File: config.mk
export PLATFORM = sky130hd
export DESIGN_NAME = multicycle_cpu
export DESIGN_NICKNAME = d
export VERILOG_FILES = /design/src/rtl/cpu_pkg.sv /design/src/rtl/multicycle_cpu_alu.sv /design/src/rtl/multicycle_cpu.sv
export SDC_FILE = /design/constraint.sdc
export NUM_CORES = 2
export LEC_CHECK = 0
export ABC_CLOCK_PERIOD_IN_PS = 9200
export CAP_MARGIN = 20
export CORE_MARGIN = 2
export CORE_UTILIZATION = 40
export CTS_BUF_LIST = sky130_fd_sc_hd__clkbuf_16
export DETAILED_ROUTE_END_ITERATION = 8
export GPL_TIMING_DRIVEN = 0
export HOLD_SLACK_MARGIN = 0.03
export PLACE_DENSITY = 0.57
export SETUP_SLACK_MARGIN = 0.1
export SLEW_MARGIN = 10
export SYNTH_ARGS = -nofsm -noshare
export SYNTH_HDL_FRONTEND = slang
export SYNTH_SLANG_ARGS = --single-unit
File: constraint.sdc
create_clock -name clk -period 9.2 [get_ports clk]
set_clock_uncertainty 0.05 [all_clocks]
set_input_delay 1.84 -clock clk [delete_from_list [all_inputs] [get_ports clk]]
set_output_delay 1.84 -clock clk [all_outputs]
set_load 0.02 [all_outputs]
File: src/rtl/cpu_pkg.sv
// Shared encodings for the multi-cycle RV32I-subset core: opcodes, funct fields,
// ALU selects, FSM state codes and trap causes.
package cpu_pkg;

  localparam logic [6:0] OpLui    = 7'b0110111;
  localparam logic [6:0] OpAuipc  = 7'b0010111;
  localparam logic [6:0] OpJal    = 7'b1101111;
  localparam logic [6:0] OpJalr   = 7'b1100111;
  localparam logic [6:0] OpBranch = 7'b1100011;
  localparam logic [6:0] OpLoad   = 7'b0000011;
  localparam logic [6:0] OpStore  = 7'b0100011;
  localparam logic [6:0] OpImm    = 7'b0010011;
  localparam logic [6:0] OpReg    = 7'b0110011;
  localparam logic [6:0] OpSystem = 7'b1110011;

  localparam logic [2:0] F3AddSub = 3'b000;
  localparam logic [2:0] F3Sll    = 3'b001;
  localparam logic [2:0] F3Slt    = 3'b010;
  localparam logic [2:0] F3Sltu   = 3'b011;
  localparam logic [2:0] F3Xor    = 3'b100;
  localparam logic [2:0] F3Srl    = 3'b101;
  localparam logic [2:0] F3Or     = 3'b110;
  localparam logic [2:0] F3And    = 3'b111;
  localparam logic [2:0] F3Word   = 3'b010;

  localparam logic [6:0] F7Base = 7'b0000000;
  localparam logic [6:0] F7Alt  = 7'b0100000;

  localparam logic [31:0] InsnEcall  = 32'h0000_0073;
  localparam logic [31:0] InsnEbreak = 32'h0010_0073;

  typedef enum logic [3:0] {
    AluAdd, AluSub, AluAnd, AluOr, AluXor, AluSll, AluSrl, AluSra, AluSlt, AluSltu, AluPassB
  } alu_op_e;

  localparam logic [2:0] StFetch  = 3'd0;
  localparam logic [2:0] StDecode = 3'd1;
  localparam logic [2:0] StExec   = 3'd2;
  localparam logic [2:0] StMem    = 3'd3;
  localparam logic [2:0] StWb     = 3'd4;
  localparam logic [2:0] StHalt   = 3'd5;

  localparam logic [1:0] TrapNone     = 2'd0;
  localparam logic [1:0] TrapSystem   = 2'd1;
  localparam logic [1:0] TrapIllegal  = 2'd2;
  localparam logic [1:0] TrapMisalign = 2'd3;

endpackage

File: src/rtl/multicycle_cpu_alu.sv
// Combinational ALU plus branch comparator; also used for effective addresses
// and jump targets.
module mc_alu
  import cpu_pkg::*;
#(
  parameter int unsigned XLEN = 32
) (
  input  alu_op_e           op,
  input  logic [XLEN-1:0]   a,
  input  logic [XLEN-1:0]   b,
  input  logic [XLEN-1:0]   cmp_a,
  input  logic [XLEN-1:0]   cmp_b,
  input  logic [2:0]        br_f3,
  output logic [XLEN-1:0]   result,
  output logic              br_taken
);

  logic [4:0] shamt;
  logic       eq, lt, ltu;

  assign shamt = b[4:0];
  assign eq    = (cmp_a == cmp_b);
  assign lt    = ($signed(cmp_a) < $signed(cmp_b));
  assign ltu   = (cmp_a < cmp_b);

  always_comb begin
    result = '0;
    case (op)
      AluAdd:   result = a + b;
      AluSub:   result = a - b;
      AluAnd:   result = a & b;
      AluOr:    result = a | b;
      AluXor:   result = a ^ b;
      AluSll:   result = a << shamt;
      AluSrl:   result = a >> shamt;
      AluSra:   result = $signed(a) >>> shamt;
      AluSlt:   result = {{(XLEN-1){1'b0}}, $signed(a) < $signed(b)};
      AluSltu:  result = {{(XLEN-1){1'b0}}, a < b};
      AluPassB: result = b;
      default:  result = '0;
    endcase
  end

  always_comb begin
    br_taken = 1'b0;
    case (br_f3)
      3'b000:  br_taken = eq;
      3'b001:  br_taken = !eq;
      3'b100:  br_taken = lt;
      3'b101:  br_taken = !lt;
      3'b110:  br_taken = ltu;
      3'b111:  br_taken = !ltu;
      default: br_taken = 1'b0;
    endcase
  end

endmodule

File: src/rtl/multicycle_cpu.sv
// Multi-cycle RV32I-subset core sharing one ready-handshake memory port between
// fetch and data; halts on system instructions and faults with a cause code.
module multicycle_cpu
  import cpu_pkg::*;
#(
  parameter int unsigned     XLEN     = 32,
  parameter logic [XLEN-1:0] RESET_PC = 32'h0000_0000,
  parameter int unsigned     NREGS    = 32
) (
  input  logic            clk,
  input  logic            rst,
  output logic            mem_req,
  output logic            mem_we,
  output logic [XLEN-1:0] mem_addr,
  output logic [XLEN-1:0] mem_wdata,
  input  logic [XLEN-1:0] mem_rdata,
  input  logic            mem_ready,
  output logic            retire,
  output logic [XLEN-1:0] pc,
  output logic            halted,
  output logic [1:0]      trap_cause
);

  localparam int unsigned RW = (NREGS > 1) ? $clog2(NREGS) : 1;

  logic [2:0]      state_q, state_d;
  logic [XLEN-1:0] pc_q, pc_d, a_q, a_d, b_q, b_d, imm_q, imm_d;
  logic [XLEN-1:0] alu_q, alu_d, mdr_q, mdr_d;
  logic [31:0]     ir_q, ir_d;
  logic            mem_req_q, mem_req_d, mem_we_q, mem_we_d;
  logic [XLEN-1:0] mem_addr_q, mem_addr_d, mem_wdata_q, mem_wdata_d;
  logic [1:0]      cause_q, cause_d;
  logic [XLEN-1:0] rf_q [NREGS];
  logic            rf_we;
  logic [XLEN-1:0] rf_wdata;

  logic [6:0] opcode, f7;
  logic [4:0] rd, rs1, rs2;
  logic [2:0] f3;
  logic is_reg, is_imm, is_lui, is_auipc, is_jal, is_jalr, is_branch, is_load, is_store;
  logic is_sys, enc_ok, use_rd, use_rs1, use_rs2, legal;
  logic [XLEN-1:0] imm_gen, alu_a, alu_b, alu_res, target, pc_plus4, next_pc;
  logic            br_taken, misalign;
  alu_op_e         alu_op;

  assign opcode = ir_q[6:0];
  assign rd     = ir_q[11:7];
  assign f3     = ir_q[14:12];
  assign rs1    = ir_q[19:15];
  assign rs2    = ir_q[24:20];
  assign f7     = ir_q[31:25];

  always_comb begin
    {is_reg, is_imm, is_lui, is_auipc, is_jal, is_jalr} = '0;
    {is_branch, is_load, is_store, is_sys, enc_ok} = '0;
    {use_rd, use_rs1, use_rs2} = '0;
    case (opcode)
      OpReg: begin
        is_reg = 1'b1;
        enc_ok = (f7 == F7Base) || (f7 == F7Alt && (f3 == F3AddSub || f3 == F3Srl));
        {use_rd, use_rs1, use_rs2} = 3'b111;
      end
      OpImm: begin
        is_imm = 1'b1;
        enc_ok = (f3 == F3Sll) ? (f7 == F7Base) :
                 (f3 == F3Srl) ? (f7 == F7Base || f7 == F7Alt) : 1'b1;
        {use_rd, use_rs1} = 2'b11;
      end
      OpLui:    begin is_lui = 1'b1;   enc_ok = 1'b1; use_rd = 1'b1; end
      OpAuipc:  begin is_auipc = 1'b1; enc_ok = 1'b1; use_rd = 1'b1; end
      OpJal:    begin is_jal = 1'b1;   enc_ok = 1'b1; use_rd = 1'b1; end
      OpJalr: begin
        is_jalr = 1'b1;
        enc_ok  = (f3 == 3'b000);
        {use_rd, use_rs1} = 2'b11;
      end
      OpBranch: begin
        is_branch = 1'b1;
        enc_ok    = (f3 != 3'b010) && (f3 != 3'b011);
        {use_rs1, use_rs2} = 2'b11;
      end
      OpLoad: begin
        is_load = 1'b1;
        enc_ok  = (f3 == F3Word);
        {use_rd, use_rs1} = 2'b11;
      end
      OpStore: begin
        is_store = 1'b1;
        enc_ok   = (f3 == F3Word);
        {use_rs1, use_rs2} = 2'b11;
      end
      OpSystem: is_sys = (ir_q == InsnEcall) || (ir_q == InsnEbreak);
      default: ;
    endcase
  end

  // Register indices beyond the implemented file are illegal, not aliased.
  assign legal = enc_ok &&
                 !(use_rd  && {27'b0, rd}  >= NREGS) &&
                 !(use_rs1 && {27'b0, rs1} >= NREGS) &&
                 !(use_rs2 && {27'b0, rs2} >= NREGS);

  always_comb begin
    if (is_lui || is_auipc)  imm_gen = {ir_q[31:12], 12'b0};
    else if (is_jal)         imm_gen = {{(XLEN-20){ir_q[31]}}, ir_q[19:12], ir_q[20],
                                        ir_q[30:21], 1'b0};
    else if (is_branch)      imm_gen = {{(XLEN-12){ir_q[31]}}, ir_q[7], ir_q[30:25],
                                        ir_q[11:8], 1'b0};
    else if (is_store)       imm_gen = {{(XLEN-12){ir_q[31]}}, ir_q[31:25], ir_q[11:7]};
    else                     imm_gen = {{(XLEN-12){ir_q[31]}}, ir_q[31:20]};
  end

  always_comb begin
    alu_op = AluAdd;
    if (is_lui) begin
      alu_op = AluPassB;
    end else if (is_reg || is_imm) begin
      case (f3)
        F3AddSub: alu_op = (is_reg && f7[5]) ? AluSub : AluAdd;
        F3Sll:    alu_op = AluSll;
        F3Slt:    alu_op = AluSlt;
        F3Sltu:   alu_op = AluSltu;
        F3Xor:    alu_op = AluXor;
        F3Srl:    alu_op = f7[5] ? AluSra : AluSrl;
        F3Or:     alu_op = AluOr;
        default:  alu_op = AluAnd;
      endcase
    end
  end

  assign alu_a    = (is_auipc || is_jal || is_branch) ? pc_q : a_q;
  assign alu_b    = is_reg ? b_q : imm_q;
  assign pc_plus4 = pc_q + XLEN'(32'd4);

  mc_alu #(.XLEN(XLEN)) u_alu (
    .op       (alu_op),
    .a        (alu_a),
    .b        (alu_b),
    .cmp_a    (a_q),
    .cmp_b    (b_q),
    .br_f3    (f3),
    .result   (alu_res),
    .br_taken (br_taken)
  );

  assign target = is_jalr ? {alu_res[XLEN-1:1], 1'b0} : alu_res;

  always_comb begin
    misalign = 1'b0;
    if (is_load || is_store)     misalign = (alu_res[1:0] != 2'b00);
    else if (is_jal || is_jalr)  misalign = (target[1:0] != 2'b00);
    else if (is_branch)          misalign = br_taken && (alu_res[1:0] != 2'b00);
  end

  always_comb begin
    state_d     = state_q;
    pc_d        = pc_q;
    ir_d        = ir_q;
    a_d         = a_q;
    b_d         = b_q;
    imm_d       = imm_q;
    alu_d       = alu_q;
    mdr_d       = mdr_q;
    mem_req_d   = mem_req_q;
    mem_we_d    = mem_we_q;
    mem_addr_d  = mem_addr_q;
    mem_wdata_d = mem_wdata_q;
    cause_d     = cause_q;
    rf_we       = 1'b0;
    rf_wdata    = alu_q;
    next_pc     = pc_plus4;
    case (state_q)
      StFetch: begin
        // Raising mem_req takes a cycle only on the first fetch after reset.
        if (!mem_req_q) begin
          mem_req_d  = 1'b1;
          mem_we_d   = 1'b0;
          mem_addr_d = pc_q;
        end else if (mem_ready) begin
          ir_d      = mem_rdata;
          mem_req_d = 1'b0;
          state_d   = StDecode;
        end
      end
      StDecode: begin
        a_d   = rf_q[rs1[RW-1:0]];
        b_d   = rf_q[rs2[RW-1:0]];
        imm_d = imm_gen;
        if (is_sys) begin
          cause_d = TrapSystem;
          state_d = StHalt;
        end else if (!legal) begin
          cause_d = TrapIllegal;
          state_d = StHalt;
        end else begin
          state_d = StExec;
        end
      end
      StExec: begin
        if (misalign) begin
          cause_d = TrapMisalign;
          state_d = StHalt;
        end else if (is_branch) begin
          next_pc    = br_taken ? alu_res : pc_plus4;
          pc_d       = next_pc;
          mem_req_d  = 1'b1;
          mem_we_d   = 1'b0;
          mem_addr_d = next_pc;
          state_d    = StFetch;
        end else if (is_load || is_store) begin
          mem_req_d   = 1'b1;
          mem_we_d    = is_store;
          mem_addr_d  = alu_res;
          mem_wdata_d = b_q;
          state_d     = StMem;
        end else begin
          alu_d   = target;
          state_d = StWb;
        end
      end
      StMem: begin
        if (mem_ready) begin
          if (is_store) begin
            pc_d       = pc_plus4;
            mem_we_d   = 1'b0;
            mem_addr_d = pc_plus4;
            state_d    = StFetch;
          end else begin
            mdr_d     = mem_rdata;
            mem_req_d = 1'b0;
            state_d   = StWb;
          end
        end
      end
      StWb: begin
        rf_we      = (rd != 5'd0);
        rf_wdata   = (is_jal || is_jalr) ? pc_plus4 : (is_load ? mdr_q : alu_q);
        next_pc    = (is_jal || is_jalr) ? alu_q : pc_plus4;
        pc_d       = next_pc;
        mem_req_d  = 1'b1;
        mem_we_d   = 1'b0;
        mem_addr_d = next_pc;
        state_d    = StFetch;
      end
      StHalt: ;
      default: state_d = StHalt;
    endcase
  end

  always_comb begin
    retire = 1'b0;
    case (state_q)
      StWb:    retire = 1'b1;
      StExec:  retire = is_branch && !misalign;
      StMem:   retire = is_store && mem_ready;
      default: retire = 1'b0;
    endcase
  end

  always_ff @(posedge clk or negedge rst) begin
    if (!rst) begin
      state_q     <= StFetch;
      pc_q        <= RESET_PC;
      ir_q        <= '0;
      a_q         <= '0;
      b_q         <= '0;
      imm_q       <= '0;
      alu_q       <= '0;
      mdr_q       <= '0;
      mem_req_q   <= 1'b0;
      mem_we_q    <= 1'b0;
      mem_addr_q  <= RESET_PC;
      mem_wdata_q <= '0;
      cause_q     <= TrapNone;
    end else begin
      state_q     <= state_d;
      pc_q        <= pc_d;
      ir_q        <= ir_d;
      a_q         <= a_d;
      b_q         <= b_d;
      imm_q       <= imm_d;
      alu_q       <= alu_d;
      mdr_q       <= mdr_d;
      mem_req_q   <= mem_req_d;
      mem_we_q    <= mem_we_d;
      mem_addr_q  <= mem_addr_d;
      mem_wdata_q <= mem_wdata_d;
      cause_q     <= cause_d;
    end
  end

  always_ff @(posedge clk or negedge rst) begin
    if (!rst) begin
      for (int i = 0; i < NREGS; i++) rf_q[i] <= '0;
    end else if (rf_we) begin
      rf_q[rd[RW-1:0]] <= rf_wdata;
    end
  end

  assign mem_req    = mem_req_q;
  assign mem_we     = mem_we_q;
  assign mem_addr   = mem_addr_q;
  assign mem_wdata  = mem_wdata_q;
  assign pc         = pc_q;
  assign halted     = (state_q == StHalt);
  assign trap_cause = cause_q;

endmodule

* Word-level counts from Yosys, hierarchy flattened
Index checks and enable logic that the tools add are counted.
** Word-level totals
- Bits in registers :: 1319
- Word-level logic and storage cells :: 246
** Cells by class
- Add/subtract/negate cells :: 3
- Magnitude comparators :: 8
- Eq/ne operators :: 49
- Shift operators :: 3
- Multiplexer cells :: 85
- Bitwise gates (word level) :: 11
- Reduce and logical (&&, ||, !) cells :: 42
** Operators with widths (number)
- 1024-bit bitwise mux :: 1
- 32-bit 2-to-1 mux :: 20
- 32-bit case mux with 11 select lines :: 1
- 32-bit binary-select mux with 5-bit select :: 2
- 32-bit demux with 5-bit select :: 1
- 32-bit < comparator :: 4
- 32-bit case mux with 4 select lines :: 1
- 32-bit case mux with 3 select lines :: 1
- 32-bit by 3-bit adder with 32-bit output, second input constant :: 1
- 32-bit adder :: 1
- 32-bit AND :: 1
- 32-bit by 21-bit == test with 1-bit output, second input constant :: 1
- 32-bit == test :: 1
- 32-bit by 7-bit == test with 1-bit output, second input constant :: 1
- 1-bit 2-to-1 mux :: 32
- 32-bit bitwise OR :: 1
- 32-bit by 5-bit left shift with 32-bit output :: 1
- 32-bit by 5-bit >> shifter with 32-bit output :: 1
- 32-bit by 5-bit >>> shifter with 32-bit output :: 1
- 32-bit subtractor :: 1
- 32-bit bitwise XOR :: 1
- 31-bit 2-to-1 mux :: 1
- 7-bit by 6-bit == test with 1-bit output, second input constant :: 4
- 7-bit == test, second input constant :: 4
- other kinds (44) :: 117

* Logic depth before layout (Yosys ltp)
- Depth after elaboration :: 17
- Mapped depth :: 29

* Modules after synthesis
From an unflattened synthesis, not the netlist that was laid out.
** Unflattened totals
- Cell total of the unflattened synthesis :: 7308
- Area total of the unflattened synthesis :: 76769.9 um^2
** Modules (own cells, without submodules)
- multicycle_cpu :: instances 1, cells an instance 5833, area each 67076.8 um^2
- mc_alu :: instances 1, cells an instance 1475, area each 9693.0 um^2

* Worst setup path after synthesis
No wires, ideal clock.
- Path kind :: reg2out
- From :: register ir_q[6]
- To :: output retire
- Data arrival time :: 5451 ps
- Data required time :: 7310 ps
- Slack :: 1859 ps
- Stages on the path, launching flop included :: 28
- Path buffers :: 8
- Cell sequence :: dfrtp_1 -> buf_2 -> and3b_1 -> buf_2 -> a22oi_2 -> nor2_1 -> buf_2 -> buf_2 -> buf_4 -> buf_2 -> buf_1 -> a21o_1 -> inv_1 -> ha_1 -> inv_1 -> fa_1 -> a21oi_1 -> o211ai_1 -> o2111ai_1 -> or3b_1 -> a2111o_1 -> a21o_1 -> a221o_1 -> o311a_1 -> o311ai_4 -> a2bb2oi_2 -> a21o_1 -> buf_2
** On the way
- Word-level cells in the longest chain between the ends :: 17
- Elaborated cells on any way between the ends :: 63
- Classes of those cells :: add/sub (2); order compare (2); eq/ne (19); shift (3); mux (21); bitwise (3); reduce/logical (13)
** RTL lines
- start: declaration :: RTL line multicycle_cpu.sv:29 : logic [31:0] ir_q, ir_d;
- start signal: assignment :: RTL line multicycle_cpu.sv:278 : ir_q <= ir_d;
- branches (longest 16 deep; another with 32-bit subtractor)
- 1-bit case mux with 3 select lines * :: RTL line multicycle_cpu.sv:252 : case (state_q)
- end: declaration :: RTL line multicycle_cpu.sv:18 : output logic retire,
Every way passes the cells marked *.

* Worst setup path after layout
- From :: register ir_q[2]
- To :: output retire
The elaborated chain is that of the path after synthesis.

==> flow_metrics.tcl <==
set metrics [dict create \
    root_buffer "clkbuf_16" \
    hold_viol_final 0 \
    wl_per_cell_um 34.9 \
    ir_drop_uv 167 \
    syn_area_um2 79200 \
    drc 0 \
    die-area_um2 202000 \
    viasPerCell 6.41 \
    period_needed_ns 9.24 \
    coreArea_um2 197000 \
    dp_hpwl_mm 306 \
    firstDrtPassIters 9 \
    worstPathRequired_ns 7.31 \
    final_max_slew_viol_count 0 \
    drt_iter0_drc 8310 \
    hold_ws_ns 0.429 \
    vias 70100 \
    worst_slew_pin_slew_ns 1.29 \
    syn_inst 7795 \
    final_common_cell "nand2_1" \
    layout_common_cells "nand2_1 (1360), dfrtp_1 (1316), o21ai_0 (1202)" \
    final_area_um2 90300 \
    seq_area_um2 33000 \
    setup_viol_count_final 1 \
    yosysSeqAreaShare_pct 41.7 \
    nNetsFinal 8336 \
    power_density_nw_per_um2 132 \
    syn_to_final_growth_pct 14.0 \
    grt_first_pass_wirelength_mm 533 \
    cts.sinks 1319 \
    postRouteAntennaNets 0 \
    totalWireLength_mm 382 \
    die_h_um 449 \
    io_buffers 136 \
    htree_levels 4 \
    final_cells 10900 \
    drv_cap 0 \
    cts_hold_buffers 0 \
    clk_latency_ns 0.83 \
    fp.dieW_um 449 \
    io_pins 137 \
    finalCritPeriodShare_pct 100 \
    clkTransAtPathRegs_ns 0.07 \
    dpl_cell_area_um2 85100 \
    path_class "reg -> out" \
    grt_max_degree 172 \
    worst_slack_ns -0.0351 \
    gp_congestion 1.08 \
    power.leakage_uw 0.0362 \
    grt_pass1_vias 69400 \
    rsz0062_at_grt "no" \
    cts_tree "built" \
    hp-class "reg -> reg" \
    synthArstFlopShare_pct 100 \
    dpl.cell_count 10600 \
    gr-total-overflow 0 \
    start_util_pct 40.2 \
    worstPathArrival_ns 7.35 \
    synthDistinctLibCells 109 \
    multi_input_area_um2 42700 \
    yosys_register_bits 1319 \
    relSlewSlack_pct 13.3 \
    synthFlopType "dfrtp_1" \
    reg2reg_slack_ns 1.04 \
    clock_path_buffers 3 \
    ys_warn_count 0 \
    cts_made_buffers 149 \
    setup_tns_ns -0.0351 \
    fmax_ghz 0.108 \
    crit_fanout 11 \
    end_kind "output port" \
    drive_gt1_share_pct 16.1 \
    grt_usage_pct 37.4 \
    fillers 18900 \
    antenna_found_initial 13 \
    synth.avg_cell_area_um2 10.2 \
    synthesis.nets 7962 \
    std_cell_rows 163 \
    violations "setup timing" \
    status "finished, violations left" \
    start_kind "flop" \
    synth_edf_count 0 \
]
## state kept, by name (all words and copies together), names as in the netlist, 2 cells and up
name / cells
b_q: 32
mem_wdata: 32
imm_q: 32
state_q: 3
ir_q: 32
alu_q: 32
trap_cause: 2
pc: 32
mdr_q: 32
rf_q: 1024
a_q: 32
mem_addr: 32
## power by group
group          switching [µW]  internal (µW)  total (µW)
clock                    2620           3340        5960
combinational             129           24.2         154
sequential              0.225           5800        5800
total                    2750           9170       11900
## worst paths after layout
path,endpoint,startpoint,cells past startpoint
worst min-delay path,rf_q[1016],rf_q[1016],1
min in group asynchronous,rf_q[805],rst,1
worst max register to register,mem_addr[31],ir_q[2],23
max in group asynchronous,mem_wdata[19],rst,5
worst min register to register,rf_q[1016],rf_q[1016],1
worst max-delay path,retire,ir_q[2],20
## critical path, cell delays in order (launching register included)
cell and delay [ns]:
dfrtp_1 0.38, buf_6 0.15, and4bb_1 0.24, buf_4 0.17, nand2_1 0.19, o21ai_4 0.31
buf_2 0.44, clkbuf_4 0.41, buf_4 0.30, buf_2 0.32, buf_2 0.42, fa_1 0.58
a222oi_1 0.46, nand2_1 0.16, a21oi_1 0.24, o21ai_1 0.38, nand2_2 0.33, a2bb2oi_4 0.28
a21o_1 0.23, buf_4 0.27, buf_2 0.22
## cells by family after synthesis
kind of cell / synth area share (%)
compound gates: 16.7
mux: 23.0
flops: 41.7
fa+ha+maj: 2.10
xor+xnor: 0.464
simple gates: 11.1
buf+inv: 4.84
## per-layer routing
layer	track usage (%)	vias up	wire [µm]
met1	45.3	35900	141000
met3	6.99	943	29800
met5	0	-	38
li1	-	29400	-
met4	25.9	4	32500
met2	60.4	3757	179000
## area by class of cell
type	count	share of cell area [%]
Clock buffer	149	4.13
Tap cell	2640	3.66
Clock inverter	114	1.20
Inverter	182	0.759
Timing Repair Buffer	229	2.78
Buffer	772	3.60
Multi-Input combinational cell	5516	47.3
Sequential cell	1319	36.6
Antenna cell	13	0.0360
## cell usage after synthesis (all sizes together) (47+ instances only)
master | number | area [µm²]
inv | 179 | 674
nand2 | 1367 | 5140
dfrtp | 1319 | 33000
clkbuf | 609 | 2290
o21ai | 1231 | 6180
nor2 | 347 | 1310
mux2 | 170 | 1920
a21oi | 389 | 1950
nand3 | 96 | 480
a211oi | 78 | 596
o22ai | 84 | 526
buf | 169 | 857
mux4 | 658 | 14800
mux2i | 150 | 1510
nor3 | 77 | 397
a21o | 47 | 353
ha | 130 | 1630
## per-stage QoR
| stage | power [µW] | worst slack (ns) | utilization, % |
|---|---|---|---|
| after floorplan | 5910 | 1.86 | - |
| after global placement | 6090 | -53.27 | 42.6 |
| after detailed placement | 6070 | -1.57 | 43.2 |
| after CTS | 12000 | 0.162 | 45.8 |
| after global routing | 12200 | 0.0860 | 45.8 |
| final | 11900 | -0.0351 | 45.8 |
## timing repair
action,CTS,global route
endpoints found under the hold margin,0,0
pin swaps,7,5
buffers inserted,9,1
endpoints found under the setup margin,1,1
resized for setup,69,14
Power figures use the tool's default switching activity.
